### src/rtl/lcd_pkg.sv
// rtl/lcd_pkg.sv - shared states, init ROM and io_lcd layout for the LCD command engine
package lcd_pkg;

  typedef enum logic [2:0] {
    ST_PWRUP,
    ST_IDLE,
    ST_SETUP,
    ST_PULSE,
    ST_HOLD,
    ST_WAIT
  } lcd_state_e;

  // HD44780 8-bit init: function set x4, display on, clear, entry mode
  localparam int         INIT_LEN = 7;
  localparam logic [7:0] INIT_ROM [INIT_LEN] = '{8'h38, 8'h38, 8'h38, 8'h38, 8'h0C, 8'h01, 8'h06};

  // Bit positions inside the packed io_lcd word
  localparam int IO_ON_BIT = 31;
  localparam int IO_EN_BIT = 10;
  localparam int IO_RS_BIT = 9;
  localparam int IO_RW_BIT = 8;

  // Clear (0x01) and return-home (0x02/0x03) need the long execution wait
  function automatic logic is_long_cmd(input logic rs, input logic [7:0] data);
    return !rs && ((data == 8'h01) || (data == 8'h02) || (data == 8'h03));
  endfunction

  // The first three function-set writes run before the busy flag is valid, so they get the long wait
  function automatic logic init_step_long(input logic [2:0] step);
    return (step < 3'd3) || (INIT_ROM[step] == 8'h01);
  endfunction

endpackage

### src/rtl/lcd_timer.sv
// rtl/lcd_timer.sv - loadable saturating down-counter shared by all timed LCD states
module lcd_timer #(
  parameter int WIDTH     = 8,
  parameter int RST_VALUE = 0
) (
  input  logic             clk_i,
  input  logic             rst_i,
  input  logic             load_i,
  input  logic [WIDTH-1:0] value_i,
  output logic             expired_o
);

  logic [WIDTH-1:0] count;

  // Load takes priority; otherwise count down and stick at zero
  always_ff @(posedge clk_i) begin
    if (rst_i) begin
      count <= WIDTH'(RST_VALUE);
    end else if (load_i) begin
      count <= value_i;
    end else if (count != '0) begin
      count <= count - 1'b1;
    end
  end

  assign expired_o = (count == '0);

endmodule

### src/rtl/lcd_cmd_ctrl.sv
// rtl/lcd_cmd_ctrl.sv - HD44780 command engine: power-up init, request handshake, EN strobe timing
module lcd_cmd_ctrl
  import lcd_pkg::*;
#(
  parameter int T_PWRUP = 750000,
  parameter int T_AS    = 2,
  parameter int T_PW    = 12,
  parameter int T_H     = 1,
  parameter int T_SHORT = 2000,
  parameter int T_LONG  = 82000
) (
  input  logic        clk_i,
  input  logic        rst_i,
  input  logic        req_valid_i,
  input  logic        req_rs_i,
  input  logic [7:0]  req_data_i,
  output logic        req_ready_o,
  output logic        busy_o,
  output logic        lcd_on_o,
  output logic        lcd_en_o,
  output logic        lcd_rs_o,
  output logic        lcd_rw_o,
  output logic [7:0]  lcd_data_o,
  output logic [31:0] io_lcd_o
);

  localparam int M1    = (T_PWRUP > T_AS) ? T_PWRUP : T_AS;
  localparam int M2    = (M1 > T_PW) ? M1 : T_PW;
  localparam int M3    = (M2 > T_H) ? M2 : T_H;
  localparam int M4    = (M3 > T_SHORT) ? M3 : T_SHORT;
  localparam int T_MAX = (M4 > T_LONG) ? M4 : T_LONG;
  localparam int CNT_W = $clog2(T_MAX + 1);

  // A state lasting N cycles loads N-1: the transition fires on the edge after the count reads zero
  localparam logic [CNT_W-1:0] AS_LOAD    = CNT_W'(T_AS - 1);
  localparam logic [CNT_W-1:0] PW_LOAD    = CNT_W'(T_PW - 1);
  localparam logic [CNT_W-1:0] H_LOAD     = CNT_W'(T_H - 1);
  localparam logic [CNT_W-1:0] SHORT_LOAD = CNT_W'(T_SHORT - 1);
  localparam logic [CNT_W-1:0] LONG_LOAD  = CNT_W'(T_LONG - 1);
  localparam logic [2:0]       LAST_STEP  = 3'(INIT_LEN - 1);

  lcd_state_e       state;
  logic [2:0]       step;
  logic [2:0]       next_step;
  logic             init_done;
  logic             cmd_long;
  logic             tmr_load;
  logic [CNT_W-1:0] tmr_value;
  logic             tmr_expired;

  assign next_step = step + 3'd1;
  assign lcd_rw_o  = 1'b0;

  // Reset loads the power-up wait so PWRUP spans exactly T_PWRUP cycles after release
  lcd_timer #(
    .WIDTH     (CNT_W),
    .RST_VALUE (T_PWRUP)
  ) u_timer (
    .clk_i     (clk_i),
    .rst_i     (rst_i),
    .load_i    (tmr_load),
    .value_i   (tmr_value),
    .expired_o (tmr_expired)
  );

  // Reload the timer on every state transition with the duration of the state being entered
  always_comb begin
    tmr_load  = 1'b0;
    tmr_value = '0;
    case (state)
      ST_PWRUP: begin
        tmr_load  = tmr_expired;
        tmr_value = AS_LOAD;
      end
      ST_IDLE: begin
        tmr_load  = req_ready_o & req_valid_i;
        tmr_value = AS_LOAD;
      end
      ST_SETUP: begin
        tmr_load  = tmr_expired;
        tmr_value = PW_LOAD;
      end
      ST_PULSE: begin
        tmr_load  = tmr_expired;
        tmr_value = H_LOAD;
      end
      ST_HOLD: begin
        tmr_load  = tmr_expired;
        tmr_value = cmd_long ? LONG_LOAD : SHORT_LOAD;
      end
      ST_WAIT: begin
        tmr_load  = tmr_expired & ~init_done & (step != LAST_STEP);
        tmr_value = AS_LOAD;
      end
      default: begin
        tmr_load  = 1'b0;
        tmr_value = '0;
      end
    endcase
  end

  // Sequencer: init ROM walk, request acceptance and EN strobe, all outputs registered
  always_ff @(posedge clk_i) begin
    if (rst_i) begin
      state       <= ST_PWRUP;
      step        <= 3'd0;
      init_done   <= 1'b0;
      cmd_long    <= 1'b0;
      req_ready_o <= 1'b0;
      busy_o      <= 1'b1;
      lcd_on_o    <= 1'b0;
      lcd_en_o    <= 1'b0;
      lcd_rs_o    <= 1'b0;
      lcd_data_o  <= 8'h00;
    end else begin
      lcd_on_o <= 1'b1;
      case (state)
        ST_PWRUP: begin
          if (tmr_expired) begin
            state      <= ST_SETUP;
            step       <= 3'd0;
            lcd_rs_o   <= 1'b0;
            lcd_data_o <= INIT_ROM[0];
            cmd_long   <= init_step_long(3'd0);
          end
        end
        ST_IDLE: begin
          if (req_ready_o && req_valid_i) begin
            state       <= ST_SETUP;
            lcd_rs_o    <= req_rs_i;
            lcd_data_o  <= req_data_i;
            cmd_long    <= is_long_cmd(req_rs_i, req_data_i);
            req_ready_o <= 1'b0;
            busy_o      <= 1'b1;
          end
        end
        ST_SETUP: begin
          if (tmr_expired) begin
            state    <= ST_PULSE;
            lcd_en_o <= 1'b1;
          end
        end
        ST_PULSE: begin
          if (tmr_expired) begin
            state    <= ST_HOLD;
            lcd_en_o <= 1'b0;
          end
        end
        ST_HOLD: begin
          if (tmr_expired) begin
            state <= ST_WAIT;
          end
        end
        ST_WAIT: begin
          if (tmr_expired) begin
            if (!init_done && (step != LAST_STEP)) begin
              state      <= ST_SETUP;
              step       <= next_step;
              lcd_rs_o   <= 1'b0;
              lcd_data_o <= INIT_ROM[next_step];
              cmd_long   <= init_step_long(next_step);
            end else begin
              state       <= ST_IDLE;
              init_done   <= 1'b1;
              req_ready_o <= 1'b1;
              busy_o      <= 1'b0;
            end
          end
        end
        default: begin
          state <= ST_PWRUP;
        end
      endcase
    end
  end

  // Pack the pin state into the legacy I/O-map word
  always_comb begin
    io_lcd_o            = '0;
    io_lcd_o[IO_ON_BIT] = lcd_on_o;
    io_lcd_o[IO_EN_BIT] = lcd_en_o;
    io_lcd_o[IO_RS_BIT] = lcd_rs_o;
    io_lcd_o[IO_RW_BIT] = lcd_rw_o;
    io_lcd_o[7:0]       = lcd_data_o;
  end

endmodule

### config.mk
export PLATFORM = sky130hd
export DESIGN_NAME = lcd_cmd_ctrl
export DESIGN_NICKNAME = d
export VERILOG_FILES = /design/src/rtl/lcd_pkg.sv /design/src/rtl/lcd_timer.sv /design/src/rtl/lcd_cmd_ctrl.sv
export SDC_FILE = /design/constraint.sdc
export NUM_CORES = 1
export LEC_CHECK = 0
export CORE_MARGIN = 2
export CORE_UTILIZATION = 40
export CTS_CLUSTER_DIAMETER = 100
export DETAILED_ROUTE_END_ITERATION = 7
export GPL_TIMING_DRIVEN = 0
export PLACE_DENSITY = 0.66
export SYNTH_ARGS = -nofsm -noshare
export SYNTH_HDL_FRONTEND = slang
export SYNTH_SLANG_ARGS = --single-unit
export TNS_END_PERCENT = 50
### constraint.sdc
create_clock -name clk_i -period 2.73 [get_ports clk_i]
set_clock_uncertainty 0.05 [all_clocks]
set_input_delay 0.546 -clock clk_i [delete_from_list [all_inputs] [get_ports clk_i]]
set_output_delay 0.546 -clock clk_i [all_outputs]
set_load 0.005 [all_outputs]
==> impl_metrics.yaml, run 1 <==
power_and_ir_drop:
  p_leak_nw: 1.17
  vdd_drop_max_uv: 232
  power_density_nw_per_um2: 381
  total_power_mw: 1.19
cts:
  cts_sinks: 41
  postCtsHoldBufs: 0
  htreeDepth: 2
  cts_tree: "done"
  clk_latency_ns: 0.30
  clockBufferDepth: 2
  clk_pin_slew_ns: 0.08
  cts_root_buffer: "clkbuf_8"
  cts_inserted_buffers: 5
floorplan:
  die_area_um2: 6880
  io_pins: 58
  num_rows: 28
  die_h_um: 82.9
  chipWidth_um: 82.9
  start_util: 0.418
  core_area_um2: 5960
yosys:
  yosys_warnings: 0
  synth_seq_area_share: 0.329
  yosysTopAreaCell: "dfxtp_1"
  synth-xor-area-share: 0.0527
  synth_cell_types: 61
  yosys.area_share.simple: 0.227
  synth-seq-cells: 41
  synth_compound_area_frac: 0.198
  muxShareOfSynthArea: 0.00402
  synth-edff-count: 0
  synth-adder-area-share: 0.0351
  synth_top_family_by_area: "simple AND/OR/NAND/NOR gates"
  yosysTopAreaCellShare: 0.329
  yosys-top-cells-area: "dfxtp_1 33%, buf_4 10%, a21oi_1 4.8%, ha_1 3.5%, nand3_1 3.2%"
  async_reset_ff_frac: 0
  synth_area_um2: 2490
  ys.flop_type: "dfxtp_1"
  synthCells: 300
  avgSynthCellArea_um2: 8.31
timing:
  rsz0062_at_grt: "false"
  setup_violations: 0
  fin_crit_ns: 2.46
  hold_ws_ns: 0.422
  worst_slack_ns: 0.270
  final_hold_viol_count: 0
  fin_tns_setup_ns: 0
  relSlewSlack: 0.285
  fin_crit_sh: 0.901
  worst_slew_pin_slew_ns: 1.06
  finalMaxSlewViolations: 0
  max_freq_ghz: 0.407
grt:
  first_global_vias: 2072
  antenna_found_initial: 0
  grt_remaining_overflow: 0
  grt.total_usage: 0.181
  grt_start_max_net_pins: 14
  grt_pass1_wl_um: 10300
worst_setup_path:
  cp.arrival_ns: 2.57
  max_stage_delay_ns: 0.51
  end_kind: "register"
  crit_family: "simple AND/OR/NAND/NOR gates"
  start_kind: "register"
  path_buf_inv: 1
  slowest_stage: "or4b_1"
  critPathKind: "reg2reg"
  cp_max_fo: 5
  worstPathCellList: "inv_1 -> ha_1 -> or4b_1 -> nor4b_2 -> nand4_1 -> a221oi_1 -> nor3_1"
  cp.required_ns: 2.84
placed_design:
  dp_slack_ns: 0.146
  dpl.hpwl_um: 4660
  portBuffers: 35
  dpl_cell_area_um2: 3020
  gp_congestion: 0.816
  dp.cells: 431
finish:
  finalInstanceArea_um2: 3130
  area_growth_pct: 25.6
  nets: 384
  finish.utilization: 0.526
  antenna_cells: 0
  layoutNonFillerInstCount: 441
  drive_above_1_share: 0.161
run_status:
  status: "completed"
detailed_routing:
  first_iter_violations: 187
  vias: 2344
  wire_per_inst_um: 14.2
  viasPerCell: 5.32
  drc: 0
  final_antenna_net_count: 0
  drt_first_pass_iters: 4
  wirelength_um: 6260
job:
  drv_cap: 0
hold_path:
  min_path_type: "reg2reg"
-- synthesized netlist by cell type, types with 5 or more instances --
| cell | n |
|---|---|
| a21oi_1 | 24 |
| dfxtp_1 | 41 |
| nor3_1 | 12 |
| nand2_1 | 11 |
| nand3_1 | 16 |
| xor2_1 | 6 |
| nand4_1 | 6 |
| ha_1 | 7 |
| clkbuf_1 | 10 |
| buf_4 | 34 |
| o21ai_0 | 16 |
| inv_1 | 12 |
| or3_1 | 5 |
| o211ai_1 | 6 |
| xnor2_1 | 9 |
| nor4_1 | 6 |
| nor2_1 | 19 |
-- cell usage in the layout (no fill, tap or decap), types with 5 or more instances in the layout --
cell / n
nor3_1: 12
xor2_1: 6
dfxtp_1: 41
o211ai_1: 6
nor2_1: 19
clkdlybuf4s50_1: 35
xnor2_1: 9
clkbuf_8: 6
or3_1: 5
buf_4: 36
inv_1: 12
nand2_1: 11
o21ai_0: 16
clkbuf_1: 10
conb_1: 22
nand3_1: 16
a21oi_1: 24
nor4_1: 6
nand4_1: 6
ha_1: 7
-- sequential cells by signal (all words and copies together), names as in the netlist --
register,flops
busy_o,1
lcd_on_o,1
req_ready_o,1
u_timer.count,20
lcd_data_o,8
init_done,1
lcd_en_o,1
step,3
cmd_long,1
state,3
lcd_rs_o,1
-- what timing repair did --
action	CTS	global route
setup endpoints to repair	0	5
gates resized for setup	0	1
setup buffers	0	2
-- final cells by class --
| class | count | area [µm²] |
|---|---|---|
| buffer | 48 | 332 |
| timing repair buffer | 37 | 365 |
| clock buffer | 6 | 82.6 |
| fill | 587 | 2830 |
| multi-input combinational | 219 | 1370 |
| tap | 75 | 93.8 |
| inverter | 13 | 48.8 |
| clock inverter | 2 | 13.8 |
| sequential | 41 | 821 |
-- cell families (layout without fill, tap and decap cells) --
logic type,after synthesis,in the layout
simple gates,98,98
compound gates,76,76
buf+inv,61,106
flops,41,41
xor+xnor,15,15
fa+ha+maj,7,7
other cells,1,22
mux,1,1
-- layer usage --
layer	wire length, µm	vias to the layer above	part of all wire	GRT usage
met2	2800	82	0.45	0.271
met4	99	0	0.016	0.0745
met5	0	-	0	0
li1	-	1165	-	-
met3	419	8	0.067	0.0318
met1	2940	1089	0.47	0.256
-- worst paths after layout --
path | from | endpoint | slack [ns] | cells past startpoint
worst max register to register | u_timer.count[0] | lcd_data_o[2] | 0.27 | 7
worst min register to register | init_done | init_done | 0.42 | 2
worst min-delay path | init_done | init_done | 0.42 | 2
worst max-delay path | u_timer.count[0] | lcd_data_o[2] | 0.27 | 7
-- report_power, final --
group          internal (mW)  leakage [nW]  switching, mW
sequential             0.612         0.332         0.0226
clock                  0.205        0.0512          0.219
combinational         0.0676         0.786         0.0659
total                  0.885          1.17          0.308
-- worst register-to-register path, stage by stage (launching register included) --
cell and delay, ns:
dfxtp_1 0.35, inv_1 0.09, ha_1 0.14, or4b_1 0.51
nor4b_2 0.42, nand4_1 0.33, a221oi_1 0.37, nor3_1 0.07
Note: power is estimated with default switching activity, not from simulation.
==> run 2, diff against run 1 <==
--- a/config.mk
+++ b/config.mk
@@ -5,12 +5,14 @@
 export SDC_FILE = /design/constraint.sdc
 export NUM_CORES = 1
 export LEC_CHECK = 0
+export ABC_CLOCK_PERIOD_IN_PS = 2730
 export CORE_MARGIN = 2
-export CORE_UTILIZATION = 40
+export CORE_UTILIZATION = 50
 export CTS_CLUSTER_DIAMETER = 100
 export DETAILED_ROUTE_END_ITERATION = 7
+export GPL_ROUTABILITY_DRIVEN = 0
 export GPL_TIMING_DRIVEN = 0
-export PLACE_DENSITY = 0.66
+export PLACE_DENSITY = 0.8
 export SYNTH_ARGS = -nofsm -noshare
 export SYNTH_HDL_FRONTEND = slang
 export SYNTH_SLANG_ARGS = --single-unit
==> run 2 against run 1 <==
Register-to-register slack better by 0.02 ns. Fmax up 1.0%. Via count increased by 1.4%. First-iteration DRC count fell by 1.1%. Setup slack better by 0.025 ns. Critical path depth up 2. Routed wire length shrank 4.3%. Core utilization up 13 points. Clock power decreased by 11%. Largest cell class unchanged. Largest power group unchanged. Highest routed layer unchanged.
==> impl_metrics.yaml, run 2 (synthesized netlist as in run 1, its figures left out) <==
run_status:
  status: "completed"
grt:
  grt.total_usage: 0.221
  grt_pass1_wl_um: 9490
  antenna_found_initial: 0
  grt_remaining_overflow: 0
  grt_start_max_net_pins: 12
  first_global_vias: 2071
timing:
  finalMaxSlewViolations: 0
  fin_crit_ns: 2.43
  worst_slack_ns: 0.295
  fin_tns_setup_ns: 0
  relSlewSlack: 0.352
  setup_violations: 0
  worst_slew_pin_slew_ns: 0.963
  final_hold_viol_count: 0
  max_freq_ghz: 0.411
  fin_crit_sh: 0.892
  rsz0062_at_grt: "false"
floorplan:
  core_area_um2: 4750
  chipWidth_um: 74.6
  num_rows: 25
  die_area_um2: 5570
  die_h_um: 74.6
  start_util: 0.524
  io_pins: 58
worst_setup_path:
  slowest_stage: "or4b_1"
  critPathKind: "reg2reg"
  rr_startpoint: "u_timer.count[0]"
  rrSetupSlack_ns: 0.30
  end_kind: "register"
  timing.rr.end: "step[2]"
  cp_max_fo: 10
  cp.required_ns: 2.85
  cp.arrival_ns: 2.56
  r2r_cells: 9
  start_kind: "register"
  max_stage_delay_ns: 0.52
  worstPathCellList: "inv_1 -> ha_1 -> or4b_1 -> nor4b_2 -> and4_1 -> buf_4 -> buf_6 -> mux2i_1 -> nor2_1"
cts:
  clockBufferDepth: 2
  clk_latency_ns: 0.29
  cts_resized: 0
  clk_pin_slew_ns: 0.08
  cts_sinks: 41
  cts_tree: "done"
  htreeDepth: 2
  cts_inserted_buffers: 5
  cts_root_buffer: "clkbuf_8"
detailed_routing:
  viasPerCell: 5.50
  wire_per_inst_um: 13.9
  drt_first_pass_iters: 4
  final_antenna_net_count: 0
  first_iter_violations: 185
  wirelength_um: 6000
  drc: 0
  vias: 2377
finish:
  mostFrequentLayoutCells: "41 x dfxtp_1, 37 x buf_4, 35 x clkdlybuf4s50_1"
  regArea_um2: 821
  final_common_cell: "dfxtp_1"
  reg_top3: "u_timer.count: 20 flops, lcd_data_o: 8 flops"
  layoutNonFillerInstCount: 432
  fill_cells: 442
  antenna_cells: 0
  largest_register_ffs: 20
  registers.top_by_ff_count: "u_timer.count"
  finalInstanceArea_um2: 3100
  nets: 385
  area_growth_pct: 24.4
  multiInputGateArea_um2: 1370
  drive_above_1_share: 0.156
job:
  drv_cap: 0
hold_path:
  holdPathStages: 1
  min_path_type: "reg2reg"
  hp-start: "busy_o"
  holdPathEnd: "busy_o"
placed_design:
  dp.cells: 423
  portBuffers: 35
  dp_slack_ns: 0.144
  dpl.hpwl_um: 4480
  dpl_cell_area_um2: 3010
power_and_ir_drop:
  power_density_nw_per_um2: 368
  clock_power_share: 0.329
  vdd_drop_max_uv: 210
  p_comb_frac: 0.117
  sw_frac_of_total: 0.258
  switchingPower_mw: 0.294
  p_int_mw: 0.848
  seqPwrFrac: 0.554
  total_power_mw: 1.14
  p_leak_nw: 1.16
run 2: changes by cell type in the layout (fill, tap and decap cells not counted), sizes merged:
cell and delta:
buf +1, clkbuf -1, clkinv -1
run 2: what timing repair did:
item	in CTS	in global routing
hold buffers	0	0
buffers inserted	0	3
endpoints found under the setup margin	0	2
run 2: cell type report:
type | count | area share
multi-input cells | 219 | 0.442
flip-flops and latches | 41 | 0.265
repair buffers | 38 | 0.120
plain buffers | 48 | 0.107
well taps | 67 | 0.0270
clock buffers | 5 | 0.0222
inverters | 13 | 0.0157
clock inverters | 1 | 0.00161
run 2: how the worst max path moves through the flow:
stage	from	end	slack, ns
global placement	u_timer.count[0]	lcd_data_o[2]	0.19
detailed placement	u_timer.count[0]	lcd_data_o[2]	0.14
global route	u_timer.count[0]	u_timer.count[17]	0.07
floorplan	u_timer.count[0]	busy_o	0.54
finish	u_timer.count[0]	step[2]	0.30
CTS	u_timer.count[0]	lcd_data_o[2]	0.12
run 2: power groups by stage:
stage          clock network (mW)  logic, mW  registers [mW]
5_1_grt                     0.400      0.145           0.636
3_3_place_gp                    0      0.129           0.647
2_1_floorplan                   0     0.0901           0.644
4_1_cts                     0.379      0.131           0.633
3_5_place_dp                    0      0.131           0.647
6_report                    0.376      0.134           0.633
run 2: metal layers:
metal  track usage  vias to the layer above  share of wire
met5             0                        -              0
met4        0.0913                        0          0.027
met3        0.0379                       17          0.065
met2         0.352                      102           0.46
met1         0.298                     1098           0.44
li1              -                     1160              -
run 2: metrics by stage:
step                      hold WS, ns   util
after global routing            0.451  0.652
after floorplan                 0.389      -
final                           0.421  0.652
after detailed placement        0.401  0.632
after global placement          0.405  0.632
after CTS                       0.419  0.648
run 2: critical path: cells and delay by family (launching register included):
| family | cells | cell delay, ns |
|---|---|---|
| flops | 1 | 0.35 |
| simple gates | 4 | 1.19 |
| fa+ha+maj | 1 | 0.13 |
| buf+inv | 3 | 0.39 |
| mux | 1 | 0.21 |
